### config.mk
export PLATFORM = sky130hd
export DESIGN_NAME = fetch_icache_flat
export DESIGN_NICKNAME = d
export VERILOG_FILES = /design/src/rtl/fetch_icache_if.sv /design/src/rtl/fetch_icache.sv /design/src/flat_wrapper.sv
export SDC_FILE = /design/constraint.sdc
export NUM_CORES = 2
export LEC_CHECK = 0
export BUFFER_PORTS_ARGS = -buffer_cell sky130_fd_sc_hd__buf_4
export CELL_PAD_IN_SITES_DETAIL_PLACEMENT = 1
export CELL_PAD_IN_SITES_GLOBAL_PLACEMENT = 2
export CORE_ASPECT_RATIO = 2
export CORE_MARGIN = 3
export CORE_UTILIZATION = 25
export DETAILED_ROUTE_END_ITERATION = 12
export PLACE_DENSITY = 0.51
export SLEW_MARGIN = 20
export SYNTH_ARGS = -nofsm -noshare
export SYNTH_HDL_FRONTEND = slang
export SYNTH_SLANG_ARGS = --single-unit
### constraint.sdc
create_clock -name clock -period 11.55 [get_ports clock]
set_clock_uncertainty 0.15 [all_clocks]
set_input_delay 2.31 -clock clock [delete_from_list [all_inputs] [get_ports clock]]
set_output_delay 2.31 -clock clock [all_outputs]
set_load 0.05 [all_outputs]
### src/rtl/fetch_icache_if.sv
// Refill bus between the fetch stage and the backing instruction memory.
// The cache is the master: it raises mem_req with a line-aligned mem_addr and
// the memory answers with one beat per mem_rvalid in ascending word order.
interface fetch_icache_if #(
    parameter int ADDR_WIDTH  = 64,
    parameter int INSTR_WIDTH = 32
);
    logic                   mem_req;
    logic [ADDR_WIDTH-1:0]  mem_addr;
    logic                   mem_rvalid;
    logic [INSTR_WIDTH-1:0] mem_rdata;

    modport master (
        output mem_req,
        output mem_addr,
        input  mem_rvalid,
        input  mem_rdata
    );

    modport slave (
        input  mem_req,
        input  mem_addr,
        output mem_rvalid,
        output mem_rdata
    );
endinterface

### src/rtl/fetch_icache.sv
// Instruction-fetch stage with a direct-mapped instruction cache.
// Holds the PC, delivers one instruction per cycle on a hit, and on a miss
// refills the whole line over the burst bus before resuming lookup.
module fetch_icache #(
    parameter int                    ADDR_WIDTH     = 64,
    parameter int                    INSTR_WIDTH    = 32,
    parameter int                    LINES          = 16,
    parameter int                    WORDS_PER_LINE = 4,
    parameter logic [ADDR_WIDTH-1:0] RESET_PC       = '0
) (
    input  logic                   clock,
    input  logic                   reset_n,
    input  logic [ADDR_WIDTH-1:0]  branch_target,
    input  logic                   pc_source,
    input  logic                   stall,
    output logic [ADDR_WIDTH-1:0]  pc,
    output logic [ADDR_WIDTH-1:0]  next_pc,
    output logic [INSTR_WIDTH-1:0] instruction,
    output logic                   hit,
    output logic                   instr_valid,
    fetch_icache_if.master         mem
);

    localparam int INSTR_BYTES = INSTR_WIDTH / 8;
    localparam int OFF_W       = $clog2(INSTR_BYTES);
    localparam int WORD_W      = $clog2(WORDS_PER_LINE);
    localparam int INDEX_W     = $clog2(LINES);
    localparam int TAG_LSB     = OFF_W + WORD_W + INDEX_W;
    localparam int TAG_W       = ADDR_WIDTH - TAG_LSB;

    localparam logic [ADDR_WIDTH-1:0] INSTR_MASK = ADDR_WIDTH'(INSTR_BYTES - 1);
    localparam logic [ADDR_WIDTH-1:0] LINE_MASK  = ADDR_WIDTH'(INSTR_BYTES * WORDS_PER_LINE - 1);
    localparam logic [WORD_W-1:0]     LAST_BEAT  = WORD_W'(WORDS_PER_LINE - 1);

    localparam logic [0:0] LOOKUP = 1'b0;
    localparam logic [0:0] REFILL = 1'b1;

    logic [0:0]             state_q;
    logic [ADDR_WIDTH-1:0]  pc_q;
    logic [WORD_W-1:0]      beat_q;
    logic [LINES-1:0]       valid_q;
    logic                   mem_req_q;
    logic [ADDR_WIDTH-1:0]  mem_addr_q;
    logic [TAG_W-1:0]       tag_q  [LINES];
    logic [INSTR_WIDTH-1:0] data_q [LINES][WORDS_PER_LINE];

    logic [WORD_W-1:0]      pc_word;
    logic [INDEX_W-1:0]     pc_index;
    logic [TAG_W-1:0]       pc_tag;
    logic [INDEX_W-1:0]     refill_index;
    logic [TAG_W-1:0]       refill_tag;
    logic [ADDR_WIDTH-1:0]  aligned_target;
    logic                   refill_beat;
    logic                   last_beat;

    // Address decomposition for the lookup (pc) and for the line being refilled.
    assign pc_word        = pc_q[OFF_W +: WORD_W];
    assign pc_index       = pc_q[OFF_W + WORD_W +: INDEX_W];
    assign pc_tag         = pc_q[ADDR_WIDTH-1:TAG_LSB];
    assign refill_index   = mem_addr_q[OFF_W + WORD_W +: INDEX_W];
    assign refill_tag     = mem_addr_q[ADDR_WIDTH-1:TAG_LSB];
    assign aligned_target = branch_target & ~INSTR_MASK;
    assign refill_beat    = (state_q == REFILL) && mem.mem_rvalid;
    assign last_beat      = refill_beat && (beat_q == LAST_BEAT);

    // Combinational lookup; instruction is forced to zero whenever there is no hit.
    assign hit         = valid_q[pc_index] && (tag_q[pc_index] == pc_tag);
    assign instruction = hit ? data_q[pc_index][pc_word] : '0;
    assign instr_valid = hit && (state_q == LOOKUP);
    assign pc          = pc_q;
    assign next_pc     = pc_q + ADDR_WIDTH'(INSTR_BYTES);
    assign mem.mem_req  = mem_req_q;
    assign mem.mem_addr = mem_addr_q;

    // Control: PC sequencing, redirect, miss detection and refill bookkeeping.
    always_ff @(posedge clock or negedge reset_n) begin
        if (!reset_n) begin
            state_q    <= LOOKUP;
            pc_q       <= RESET_PC;
            beat_q     <= '0;
            valid_q    <= '0;
            mem_req_q  <= 1'b0;
            mem_addr_q <= '0;
        end else begin
            case (state_q)
                LOOKUP: begin
                    if (pc_source) begin
                        pc_q <= aligned_target;
                    end else if (hit && !stall) begin
                        pc_q <= next_pc;
                    end else if (!hit) begin
                        mem_addr_q        <= pc_q & ~LINE_MASK;
                        mem_req_q         <= 1'b1;
                        valid_q[pc_index] <= 1'b0;
                        state_q           <= REFILL;
                    end
                end
                REFILL: begin
                    if (pc_source) begin
                        pc_q <= aligned_target;
                    end
                    if (refill_beat) begin
                        beat_q <= beat_q + 1'b1;
                        if (last_beat) begin
                            beat_q                <= '0;
                            mem_req_q             <= 1'b0;
                            valid_q[refill_index] <= 1'b1;
                            state_q               <= LOOKUP;
                        end
                    end
                end
                default: state_q <= LOOKUP;
            endcase
        end
    end

    // Line storage: each beat lands in the refill line; the tag is written with the last beat.
    always_ff @(posedge clock) begin
        if (refill_beat) begin
            data_q[refill_index][beat_q] <= mem.mem_rdata;
            if (last_beat) begin
                tag_q[refill_index] <= refill_tag;
            end
        end
    end

endmodule
### src/flat_wrapper.sv
// flat-port wrapper written by rule: the top's interface ports become plain ports
module fetch_icache_flat 
#(
    parameter int                    ADDR_WIDTH     = 64,
    parameter int                    INSTR_WIDTH    = 32,
    parameter int                    LINES          = 16,
    parameter int                    WORDS_PER_LINE = 4,
    parameter logic [ADDR_WIDTH-1:0] RESET_PC       = '0
)
  (clock, reset_n, branch_target, pc_source, stall, pc, next_pc, instruction, hit, instr_valid, mem_mem_req, mem_mem_addr, mem_mem_rvalid, mem_mem_rdata);
  fetch_icache_if #(.ADDR_WIDTH(ADDR_WIDTH), .INSTR_WIDTH(INSTR_WIDTH)) mem_i ();
  input  logic clock;
  input  logic reset_n;
  input  logic [ADDR_WIDTH-1:0] branch_target;
  input  logic pc_source;
  input  logic stall;
  output logic [ADDR_WIDTH-1:0] pc;
  output logic [ADDR_WIDTH-1:0] next_pc;
  output logic [INSTR_WIDTH-1:0] instruction;
  output logic hit;
  output logic instr_valid;
  output wire logic [$bits(mem_i.mem_req)-1:0] mem_mem_req;
  output wire logic [$bits(mem_i.mem_addr)-1:0] mem_mem_addr;
  input wire logic [$bits(mem_i.mem_rvalid)-1:0] mem_mem_rvalid;
  input wire logic [$bits(mem_i.mem_rdata)-1:0] mem_mem_rdata;
  assign mem_mem_req = mem_i.mem_req;
  assign mem_mem_addr = mem_i.mem_addr;
  assign mem_i.mem_rvalid = mem_mem_rvalid;
  assign mem_i.mem_rdata = mem_mem_rdata;
  fetch_icache #(.ADDR_WIDTH(ADDR_WIDTH), .INSTR_WIDTH(INSTR_WIDTH), .LINES(LINES), .WORDS_PER_LINE(WORDS_PER_LINE), .RESET_PC(RESET_PC)) u_core (.clock(clock), .reset_n(reset_n), .branch_target(branch_target), .pc_source(pc_source), .stall(stall), .pc(pc), .next_pc(next_pc), .instruction(instruction), .hit(hit), .instr_valid(instr_valid), .mem(mem_i));
endmodule
==> metrics.md <==
| Metric | Value |
|---|---|
| Status | `completed` |
| Top-count cell post-synth | `edfxtp_1` |
| Met3 routed WL | `18380 µm` |
| Clock power frac | `36.2%` |
| Seq pwr share | `between 40 and 50%` |
| CP arrival | `6.66 ns` |
| Post-CTS setup buffers | `0` |
| Setup TNS | `0 ns` |
| First-pass GRT wire length | `573900 µm` |
| Pwr dens | `194.1 nW/µm²` |
| FMAX | `0.1097 GHz` |
| Width of the die | `499.7 µm` |
| Final Critical Period | `9.117 ns` |
| Synthesis-to-layout area growth | `17.18%` |
| Post-DP Area | `about 130000 µm²` |
| Syn avg cell area | `21.92 µm²` |
| Final Hold Vio Count | `0` |
| Routability cong. | `between 0.9 and 1` |
| Hold_sp | `u_core.valid_q[4]$_DFFE_PN0P_` |
| Yosys warns | `0` |
| DRC | `0` |
| Reg2reg setup slack | `4.00 ns` |
| Worst EP required | `9.09 ns` |
| Antenna-violating nets left | `0` |
| Final wirelength | `423600 µm` |
| IO Port Bufs | `roughly 320` |
| H-tree depth | `5` |
| Class of the worst hold path | `register to register` |
| Post-Route Utilization | `29.42%` |
| Core area | `about 490000 µm²` |
| Ys async rst share | `4.601%` |
| Vias in the first global route | `65.68k` |
| TritonCTS clock tree | `yes` |
| Hold Path Sink | `u_core.valid_q[4]$_DFFE_PN0P_` |
| Mapped Area | `121900 µm²` |
| Initial Util | `about a quarter` |
| CTS root buf | `clkbuf_16` |
| Global-route usage over all layers | `between 15 and 20%` |
| Final Instance Count excl. Fillers | `~13k` |
| Cells after Synth | `roughly 5.6k` |
| Startpoint type of the worst setup path | `register` |
| Largest cells by area after synthesis | `edfxtp_1, mux4_2, dfrtp_1` |
| Layout cells sized above 1 | `32.18%` |
| Slew Limit Fails | `0` |
| Initial antenna violation count | `29` |
| Crit path kind | `register to output pin` |
| # rows | `362` |
| Switching share of power | `27.89%` |
| Yosys top cell by area | `edfxtp_1` |
| Seq cells post-synth | `3086` |
| RSZ-0062 raised after global routing | `false` |
| EDFF count, synth | `slightly below 3k` |
| Nets@finish | `a little over 6k` |
| Top Ports | `approximately 330` |
| Worst-case clock buffer depth | `4` |
| Drt via density | `4.734` |
| Clock Sinks | `3086` |
| Final worst slack | `2.433 ns` |
| Final setup violation count | `0` |
| Top Layer Used | `met5` |
| Final HPWL DP | `269100 µm` |
| Max Cap Viol | `0` |
| Share of the yosys chip area belonging to registers | `75.44%` |
| Post-route cell area | `142800 µm²` |
| WL met2 | `~240000 µm` |
| Least-Margin Pin Slew | `1.210 ns` |
| Grt ovf | `0` |
| Net switching power | `7.733 mW` |
| Main flop type after synthesis | `edfxtp_1` |
| Reg-to-Reg End | `u_core.mem.mem_addr[53]$_DFFE_PN0P_` |
| Die area | `a little under 500000 µm²` |
| RR Startpoint | `u_core.pc[4]$_DFFE_PN0P_` |
| Pre-Repair DR Iteration Count | `5` |
| Fillers | `48.88k` |
| R2R cell count | `13` |
| Most common library cells after synthesis | `edfxtp_1, mux4_2, clkbuf_1` |
| Pleak | `44.42 nW` |
| Largest net degree at the start of global routing | `127` |
| Height of the die | `993.5 µm` |
| Hold path depth | `1` |
| Period utilization | `78.94%` |
| Maximum vdd drop | `0.00009996 V` |
| Avg WL per Cell | `33.37 µm` |
| Post-Route M1 WL | `149500 µm` |
| Worst-path clk slew | `0.06 ns` |
| Place WS | `3.168 ns` |
| DRT iter0 DRCs | `4856` |
| Post-synth cell types | `99` |
| CP Max Fanout | `70` |
| CTS resizes | `0` |
| Post-synth top area share | `72.53%` |
| Slew margin rel. | `around a fifth` |
| Hold bufs inserted after CTS | `0` |
| Critical path endpoint category | `output pin` |
| TritonCTS Buffers | `310` |
| Placed cells | `12.13k` |
| Logic pwr share | `14.1%` |
| Clk_lat worst skew | `0.90 ns` |
| Int Power | `19.99 mW` |
| Vias post-DR | `60.10k` |
[state kept, by name, summed over array words and instances, names as in the netlist]
name / cells
u_core.data_q: 2048
u_core.mem.mem_req: 1
u_core.mem.mem_addr: 60
u_core.state_q: 1
u_core.beat_q: 2
u_core.tag_q: 896
u_core.valid_q: 16
u_core.pc: 62
[cells in the final DEF, fill, tap and decap left out, types with 13 or more instances in the layout]
master / count
nor3_1: 36
nand3_1: 51
edfxtp_1: 2944
diode_2: 22
nand4_1: 25
mux2i_1: 127
nor4_1: 13
xnor2_1: 88
xor2_1: 19
nand2b_1: 15
a221oi_1: 14
clkinv_2: 60
and3_1: 48
nor2_4: 80
clkbuf_16: 316
clkinv_1: 49
nand2_1: 121
inv_1: 38
clkbuf_1: 64
a21oi_1: 28
mux2_2: 95
buf_12: 13
buf_4: 509
nor2_1: 75
o31ai_1: 23
o21ai_0: 57
a22oi_1: 60
nor2b_1: 16
bufinv_16: 23
mux4_2: 844
dfrtp_1: 137
o22ai_1: 29
[kinds of logic after synthesis]
family | count (synthesis) | synth area share, %
buffers and inverters | 375 | 1.536
adder cells (fa/ha/maj) | 5 | 0.05132
multiplexers | 1079 | 17.76
other | 1 | 0.003076
flip-flops | 3086 | 75.44
AO/OA/AOI/OAI | 352 | 2.133
XOR/XNOR | 109 | 0.7894
AND/OR/NAND/NOR | 554 | 2.288
[metrics by stage]
stage	hold slack [ns]	total power [mW]
floorplan	0.3136	15.88
global placement	0.3261	17.96
detailed placement	0.3358	18.08
CTS	0.3486	28.21
global route	0.3663	28.71
finish	0.3426	27.73
[power groups by stage]
stage	Sequential (mW)	Combinational, mW	Clock [mW]
after detailed placement	14.0	4.03	0
after CTS	13.8	4.04	10.4
after global routing	13.9	4.12	10.7
final	13.8	3.91	10.0
after global placement	14.0	3.99	0
after floorplan	14.2	1.70	0
[layout make-up]
type                    count  area (µm²)  area share [%]
repair buffers            523        4095           2.867
well taps                6370        7970           5.580
clock inverters           153        1508           1.056
diodes                     22       55.05         0.03854
multi-input cells        2107       28790           20.16
flip-flops and latches   3086       91970           64.39
clock buffers             389        8272           5.791
inverters                  44       173.9          0.1218
[how the worst max path moves through the flow]
stage	depth (start not counted)	slack [ns]	end	from
global placement	12	3.22	instr_valid	u_core.pc[4]$_DFFE_PN0P_
detailed placement	12	3.17	instr_valid	u_core.pc[4]$_DFFE_PN0P_
floorplan	12	4.75	instruction[0]	u_core.pc[4]$_DFFE_PN0P_
finish	12	2.43	instr_valid	u_core.pc[4]$_DFFE_PN0P_
CTS	12	2.14	instr_valid	u_core.pc[4]$_DFFE_PN0P_
global route	12	2.17	instr_valid	u_core.pc[4]$_DFFE_PN0P_
[metal layers]
metal | track usage, % | vias up
li1 | - | 24450
met1 | 17.72 | 33540
met5 | 0 | -
met3 | 2.661 | 606
met4 | 7.217 | 8
met2 | 32.36 | 1494
[critical path, cell delays in order (launching register included)]
cell,delay (ns)
dfrtp_4,0.90
buf_12,0.52
mux4_2,0.58
mux2i_1,0.56
o2bb2ai_1,0.41
a2111oi_0,0.48
a22o_1,0.34
nand3_1,0.18
nor4bb_4,0.47
buf_4,0.41
nand2_4,0.33
nor2_1,0.18
buf_4,0.22
(Power assumes the default switching activity.)
